[src/rtl/seg_msg_decoder.sv]
// Seven-segment loopback decoder: glitch filter, glyph decode, and framed-message checker.
// Optional macro SEGDEC_ERRCNT_EN splits uio_out into 4-bit match and error counters.
module seg_msg_decoder #(
    parameter int unsigned HOLD = 1
) (
    input  logic       clk,
    input  logic       rst_n,
    input  logic       ena,
    input  logic [7:0] ui_in,
    input  logic [7:0] uio_in,
    output logic [7:0] uo_out,
    output logic [7:0] uio_out,
    output logic [7:0] uio_oe
);

    localparam logic [2:0] HOLD_R  = 3'(HOLD);
    localparam logic [4:0] C_BLANK = 5'h00;
    localparam logic [4:0] C_DP    = 5'h01;
    localparam logic [3:0] LAST_POS = 4'd12;

    typedef enum logic [1:0] {S_IDLE, S_MSG, S_END} state_t;

    function automatic logic [4:0] f_decode(input logic [7:0] p);
        case (p)
            8'h00:   f_decode = 5'h00;
            8'h80:   f_decode = 5'h01;
            8'h5B:   f_decode = 5'h02;
            8'h4F:   f_decode = 5'h03;
            8'h15:   f_decode = 5'h04;
            8'h7E:   f_decode = 5'h05;
            8'h0E:   f_decode = 5'h06;
            8'h5F:   f_decode = 5'h07;
            8'h3E:   f_decode = 5'h08;
            default: f_decode = 5'h1F;
        endcase
    endfunction

    // Message body after the dp marker: S E n O L G U L G O n U L
    function automatic logic [4:0] f_expect(input logic [3:0] pos);
        case (pos)
            4'd0:    f_expect = 5'h02;
            4'd1:    f_expect = 5'h03;
            4'd2:    f_expect = 5'h04;
            4'd3:    f_expect = 5'h05;
            4'd4:    f_expect = 5'h06;
            4'd5:    f_expect = 5'h07;
            4'd6:    f_expect = 5'h08;
            4'd7:    f_expect = 5'h06;
            4'd8:    f_expect = 5'h07;
            4'd9:    f_expect = 5'h05;
            4'd10:   f_expect = 5'h04;
            4'd11:   f_expect = 5'h08;
            4'd12:   f_expect = 5'h06;
            default: f_expect = 5'h1F;
        endcase
    endfunction

    logic [7:0] r_s1;
    logic [7:0] r_cand;
    logic [7:0] r_last;
    logic [2:0] r_run;
    state_t     r_state, w_state_n;
    logic [3:0] r_pos, w_pos_n;
    logic [4:0] r_code;
    logic       r_valid, r_match, r_error;
    logic       w_accept, w_match, w_error;
    logic [4:0] w_code;
    logic       w_unused;

    // r_last suppresses re-accepting the same pattern, so a short glitch that
    // returns to the already-accepted symbol does not emit it twice.
    assign w_accept = (r_run == HOLD_R) && (r_cand != r_last);
    assign w_code   = f_decode(r_cand);
    assign w_unused = &{1'b0, ena, uio_in};

    always_ff @(posedge clk or negedge rst_n) begin
        if (!rst_n) begin
            r_s1   <= '0;
            r_cand <= '0;
            r_last <= '0;
            r_run  <= HOLD_R;
        end else begin
            r_s1 <= ui_in;
            if (r_s1 != r_cand) begin
                r_cand <= r_s1;
                r_run  <= 3'd1;
            end else if (r_run != HOLD_R) begin
                r_run <= r_run + 3'd1;
            end
            if (w_accept) r_last <= r_cand;
        end
    end

    always_ff @(posedge clk or negedge rst_n) begin
        if (!rst_n) begin
            r_state <= S_IDLE;
            r_pos   <= '0;
        end else begin
            r_state <= w_state_n;
            r_pos   <= w_pos_n;
        end
    end

    always_comb begin
        w_state_n = r_state;
        w_pos_n   = r_pos;
        w_match   = 1'b0;
        w_error   = 1'b0;
        if (w_accept) begin
            case (r_state)
                S_IDLE: begin
                    if (w_code == C_DP) begin
                        w_state_n = S_MSG;
                        w_pos_n   = '0;
                    end
                end
                S_MSG: begin
                    if (w_code == f_expect(r_pos)) begin
                        if (r_pos == LAST_POS) w_state_n = S_END;
                        else                   w_pos_n   = r_pos + 4'd1;
                    end else begin
                        w_error   = 1'b1;
                        w_pos_n   = '0;
                        w_state_n = (w_code == C_DP) ? S_MSG : S_IDLE;
                    end
                end
                S_END: begin
                    w_pos_n = '0;
                    if (w_code == C_BLANK) begin
                        w_match   = 1'b1;
                        w_state_n = S_IDLE;
                    end else begin
                        w_error   = 1'b1;
                        w_state_n = (w_code == C_DP) ? S_MSG : S_IDLE;
                    end
                end
                default: begin
                    w_state_n = S_IDLE;
                    w_pos_n   = '0;
                end
            endcase
        end
    end

    always_ff @(posedge clk or negedge rst_n) begin
        if (!rst_n) begin
            r_code  <= '0;
            r_valid <= 1'b0;
            r_match <= 1'b0;
            r_error <= 1'b0;
        end else begin
            if (w_accept) r_code <= w_code;
            r_valid <= w_accept;
            r_match <= w_match;
            r_error <= w_error;
        end
    end

`ifdef SEGDEC_ERRCNT_EN
    logic [3:0] r_mcnt;
    logic [3:0] r_ecnt;

    always_ff @(posedge clk or negedge rst_n) begin
        if (!rst_n) begin
            r_mcnt <= '0;
            r_ecnt <= '0;
        end else begin
            if (w_match) r_mcnt <= r_mcnt + 4'd1;
            if (w_error) r_ecnt <= r_ecnt + 4'd1;
        end
    end

    assign uio_out = {r_ecnt, r_mcnt};
`else
    logic [7:0] r_mcnt;

    always_ff @(posedge clk or negedge rst_n) begin
        if (!rst_n)       r_mcnt <= '0;
        else if (w_match) r_mcnt <= r_mcnt + 8'd1;
    end

    assign uio_out = r_mcnt;
`endif

    assign uo_out = {r_error, r_match, r_valid, r_code};
    assign uio_oe = '1;

endmodule

[config.mk]
export PLATFORM = sky130hd
export DESIGN_NAME = seg_msg_decoder
export DESIGN_NICKNAME = d
export VERILOG_FILES = /design/src/rtl/seg_msg_decoder.sv
export SDC_FILE = /design/constraint.sdc
export NUM_CORES = 1
export LEC_CHECK = 0
export BUFFER_PORTS_ARGS = -buffer_cell sky130_fd_sc_hd__buf_2
export CORE_MARGIN = 4
export CORE_UTILIZATION = 35
export DETAILED_ROUTE_END_ITERATION = 8
export GPL_ROUTABILITY_DRIVEN = 0
export PLACE_DENSITY = 0.63
export RECOVER_POWER = 25
export SYNTH_ARGS = -nofsm -noshare
export SYNTH_HDL_FRONTEND = slang
export SYNTH_SLANG_ARGS = --single-unit
[constraint.sdc]
create_clock -name clk -period 5.2 [get_ports clk]
set_input_delay 1.04 -clock clk [delete_from_list [all_inputs] [get_ports clk]]
set_output_delay 1.04 -clock clk [all_outputs]
set_load 0.005 [all_outputs]
* Word-level counts from Yosys, hierarchy flattened
Memories as Yosys holds them, arrays and structs flattened.
Index checks and enable logic that the tools add are counted.
** Word-level totals
- Bits in registers :: 49
- Bits in read-only memories :: 80
- Input bits :: 19
- Memories :: 1
** Operators by class
- $add $sub $neg :: 3
- Equal/unequal tests :: 20
- Multiplexer cells :: 22
- Reduce and logical (&&, ||, !) cells :: 7
** Memories
- (no name shown) :: depth 16, bits a word 5, rd ports 1, clocked after memory_dff 0, wr ports 0, RTL line 40 : case (pos)
** Operators by type and width (count)
- $pmux 5 s9 :: 1
- $eq 8x7->1 const B :: 4
- $ne 8x8->1 :: 2
- $mux 4 :: 3
- $mux 5 :: 2
- $add 8x1->8 const B :: 1
- $eq 8x4->1 const B :: 1
- $eq 8x5->1 const B :: 1
- $eq 8x6->1 const B :: 1
- $eq 8x8->1 const B :: 1
- $logic_not 8->1 :: 1
- $mux 1 :: 8
- $pmux 4 s2 :: 1
- $mux 2 :: 3
- $mux 3 :: 2
- $ne 3x3->1 const B :: 2
- $pmux 2 s3 :: 1
- $reduce_and 3->1 :: 2
- $eq 5x1->1 const B :: 1
- $eq 5x5->1 :: 1
- $logic_not 5->1 :: 1
- $add 4x1->4 const B :: 1
- $eq 4x4->1 const B :: 1
- $add 3x1->3 const B :: 1
- other kinds (9) :: 9

* Logic depth before layout (Yosys ltp)
- Word-level depth :: 7
- Gate-level depth with buffers :: 9
- Mapped depth without buffers :: 9

* Least setup slack after synthesis
OpenSTA, ideal clock, no wires.
- Path kind :: register to register
- From :: register r_pos[0]
- To :: register r_pos[0]
- Arrival time :: 2.088 ns
- Required time :: 5.075 ns
- Path slack :: 2.988 ns
- Stages on the path, launching flop included :: 10
- Buffers on the path :: 0
- Clock period less this slack :: 2.212 ns
- Cells stage by stage :: dfrtp_1 > inv_1 > ha_1 > inv_1 > mux4_2 > a21o_2 > nand4_2 > a22oi_4 > a31o_1 > mux2_2
** On the way
- Word-level cells in the longest chain between the ends :: 6
- Elaborated cells on any way between the ends :: 11
- Classes of those cells :: add/sub (1); eq/ne (3); mux (5); reduce/logical (1); memory (1)
** RTL lines
- start: declaration :: RTL line 63 : logic [3:0] r_pos, w_pos_n;
- start signal: assignment :: RTL line 100 : r_pos <= w_pos_n;
- $mem_v2 16x5
- $mux 5 :: RTL line 110 : case (r_state)
- $mux 5 :: RTL line 109 : if (w_accept) begin
- $eq 5x5->1 :: RTL line 118 : if (w_code == f_expect(r_pos)) begin
- $ne 3x3->1 (no source line) or $mux 4 (tied branches)
- $reduce_and 3->1 (no source line) or $pmux 4 s2 (tied branches)
Several ways; a longest one is shown, not always the timed one. The select of a mux whose other input is x is not followed.
A chain may end at the register's enable or synchronous reset.

==> results.md <==
* Syn_area_per_cell at ~11 um^2
* Simple-gate portion of the synthesized area at approximately 15%
* Final setup fails at 0
* Count of max-cap constraint violations at 1
* Post-Synth Adder-Cell Area at under 10%
* Initial Utilization at 36.2%
* Multi-input gate area at 1310 um^2
* RSZ-0062 raised after global routing: false
* Compound-Gate Fraction of Synth Area at between 10% and 20%
* Max Freq at 343 MHz
* Port Buffer Count at 25
* Detailed placement HPWL at around 3.5 mm
* Setup Fix Bufs, Post-CTS at 0
* Number of synthesized flops with an enable pin at 0
* Vias in the first global route at 1723
* Largest stage delay, worst path at about 1.8 ns
* Pwr dens at 255 nW/um^2
* Final non-filler cell total at around 370
* Worst skew pair latency at 0.31 ns
* Post-synthesis cell area at approximately 2800 um^2
* #FFs+latches synth at 49
* Setup TNS at 0 ns
* Setup WS post-layout at roughly 2.3 ns
* Clock power share at ~39%
* NetSw at around 180 uW
* Worst vdd rail ir drop at 0.132 mV
* CORE AREA at between 7000 and 8000 um^2
* TritonRoute pass-1 iters at 4
* Synth warn at 0
* CTS sink count at about 50
* Crit path buf inv count at 1
* Drt wl/cell at between 10 and 15 um
* Cts bufs inserted at 5
* CP arrival at between 2 and 3 ns
* Die Wd at slightly below 100 um
* Combinational Power Share at under 10%
* Sw frac at approximately a quarter
* Slowest cell on crit path: clkbuf_1
* Area Overhead vs Synth at 5.43%
* Ys flop type: dfrtp_1
* 1st-iter DRT viols at 115
* Worst Setup Start Kind: input pin
* Crit path cell chain: clkbuf_1
* Final Max Slew Viols at 50
* First-pass GRT wire length at approximately 8.3 mm
* Share of the yosys chip area belonging to registers at 43.7%
* Worst-path maximum fanout at 49
* Post-synth cell types at a little under 60
* Worst slew margin at -67.3%
* Tmin final at ~2.9 ns
* Die area at approximately 9500 um^2
* Initial antenna violation count at 0
* TritonCTS clock tree: done
* Routed via count at ~1800
* Antenna cells at 0
* DRT antenna net count at 0
* H-Tree Depth at 2
* Tcrit/Tclk final at a little under three fifths
* Hold Vio Cnt, Final at 0
* Fraction of layout cells with a size suffix above 1 at between 20 and 25%
* # nets final at roughly 300
* Post-synthesis cell count at roughly 260
* Worst-margin pin slew at 2.51 ns
* Filler cell count in the final layout at ~770
* Io pins at 43
* Int Pwr at 574 uW
* Clock slew at reported path FFs at 0.09 ns
* Vias per cell at 4.96
* Gr ovfl total at 0
* Mux cell area share after synthesis at 5.57%
* Async SR Flop Fraction at 100%
* Resized Gates After CTS at 0
* Bufs on Longest Clock Path at 2
* CP required at a little over 5 ns
* Worst slack, placed at 2.55 ns
* Clock skew at a little under 0.01 ns
* Placed cells at between 300 and 400
* Setup CP Type: input pin to async pin
* Site Rows at 32
* Root Buffer: clkbuf_8
* XOR/XNOR Fraction of Synth Area at just under 8%
* Crit path max-delay family: buffers and inverters
* Pleak at roughly 0.0012 uW
* HP Class: flop to flop
* Flop pwr share at 54.2%
* Status: finished with violations
* Critical path capture point type: async pin
* Reg area at roughly 1200 um^2
* Largest family of logic cells by synthesized area: simple AND/OR/NAND/NOR gates
* Die height at ~100 um
* Cts hold-fix bufs at 0
* Tot GR Track Use at between 10% and 20%
* Total wire length at a little under 5 mm
* Largest net degree at the start of global routing at 50
* Final core occ at between 30% and 40%
* Failing checks: capacitance limit, slew limit
* # DRC at 0
[worst paths after layout]
check / start / endpoint / slack, ns / depth (start not counted)
max: rst_n / r_cand[0] / 2.28 / 1
max reg2reg: r_cand[6] / r_pos[0] / 2.54 / 7
max in group clk: r_cand[6] / r_pos[0] / 2.54 / 7
min reg2reg: r_s1[6] / r_cand[6] / 0.40 / 0
min in group asynchronous: rst_n / r_s1[3] / 1.51 / 1
min: r_s1[6] / r_cand[6] / 0.40 / 0
[flip-flops by register name, indices dropped and copies added (netlist names)]
name,flops
uio_out,8
r_cand,8
r_s1,8
r_code,5
r_valid,1
r_run,3
r_last,8
r_pos,4
r_state,2
r_error,1
r_match,1
[synthesized netlist by cell type, types with 2 or more instances]
cell	instances	area share (%)
a211oi_1	2	0.53
a21oi_1	6	1.1
a41oi_1	2	0.62
and3_1	3	0.67
buf_4	12	3.2
buf_6	7	2.8
clkbuf_1	9	1.2
clkbuf_8	3	1.5
dfrtp_1	48	43
ha_1	13	5.8
inv_1	13	1.7
mux2_2	9	3.6
nand2_1	15	2.0
nand3_1	9	1.6
nand3b_1	3	0.80
nand4_1	9	2.0
nor2_1	12	1.6
nor3_1	3	0.53
nor4_1	3	0.67
o211ai_1	2	0.53
o21ai_0	9	1.6
o31ai_1	2	0.53
o32ai_1	2	0.62
or3_1	3	0.67
or4_1	2	0.53
xnor2_1	17	5.3
xor2_1	8	2.5
[power groups by stage]
| stage | logic [uW] | registers (uW) | clock network, uW |
|---|---|---|---|
| final | 51.1 | 409 | 295 |
| after global routing | 58.7 | 411 | 319 |
| after CTS | 52.1 | 409 | 306 |
| after detailed placement | 51.9 | 417 | 0 |
| after global placement | 51.2 | 416 | 0 |
| after floorplan | 54.2 | 407 | 0 |
[kinds of logic (layout without fill, tap and decap cells)]
| kind of cell | count (synthesis) | in the layout |
|---|---|---|
| buf+inv | 45 | 46 |
| mux | 12 | 12 |
| simple gates | 71 | 71 |
| fa+ha+maj | 13 | 13 |
| compound gates | 42 | 42 |
| xor+xnor | 25 | 25 |
| flops | 49 | 49 |
| other cells | 1 | 8 |
[area by class of cell]
type	count	share of cell area, %
inverter	13	1.65
sequential	49	41.4
clock inverter	2	1.39
multi-input combinational	171	44.2
timing repair buffer	25	4.18
tap	102	4.31
clock buffer	6	2.79
[placed cells by master (no fill, tap or decap), types with 2 or more instances in the layout]
cell	n
o211ai_1	2
ha_1	13
dfrtp_1	48
o31ai_1	2
nand4_1	9
inv_1	13
xor2_1	8
xnor2_1	17
nor4_1	3
nor2_1	12
or4_1	2
a21oi_1	6
nand2_1	15
nand3_1	9
buf_2	24
clkbuf_8	6
a211oi_1	2
nor3_1	3
mux2_2	9
or3_1	3
a41oi_1	2
o32ai_1	2
conb_1	8
o21ai_0	9
nand3b_1	3
and3_1	3
[layer usage]
metal	up-vias	routed length (um)	GRT usage [%]
met5	-	0	0
met4	0	103	3.73
met3	10	262	2.87
met2	42	2110	15.1
met1	878	2440	15.2
li1	894	-	-
[metrics by stage]
stage / hold slack [ns] / cell area (um^2) / total power, uW
2_1_floorplan: 0.449 / 2840 / 461
3_3_place_gp: 0.379 / 2840 / 467
3_5_place_dp: 0.381 / 2840 / 469
4_1_cts: 0.404 / 2960 / 767
5_1_grt: 0.407 / 2960 / 789
6_report: 0.399 / 2960 / 755
No activity file was read; power rests on OpenSTA's default activity.
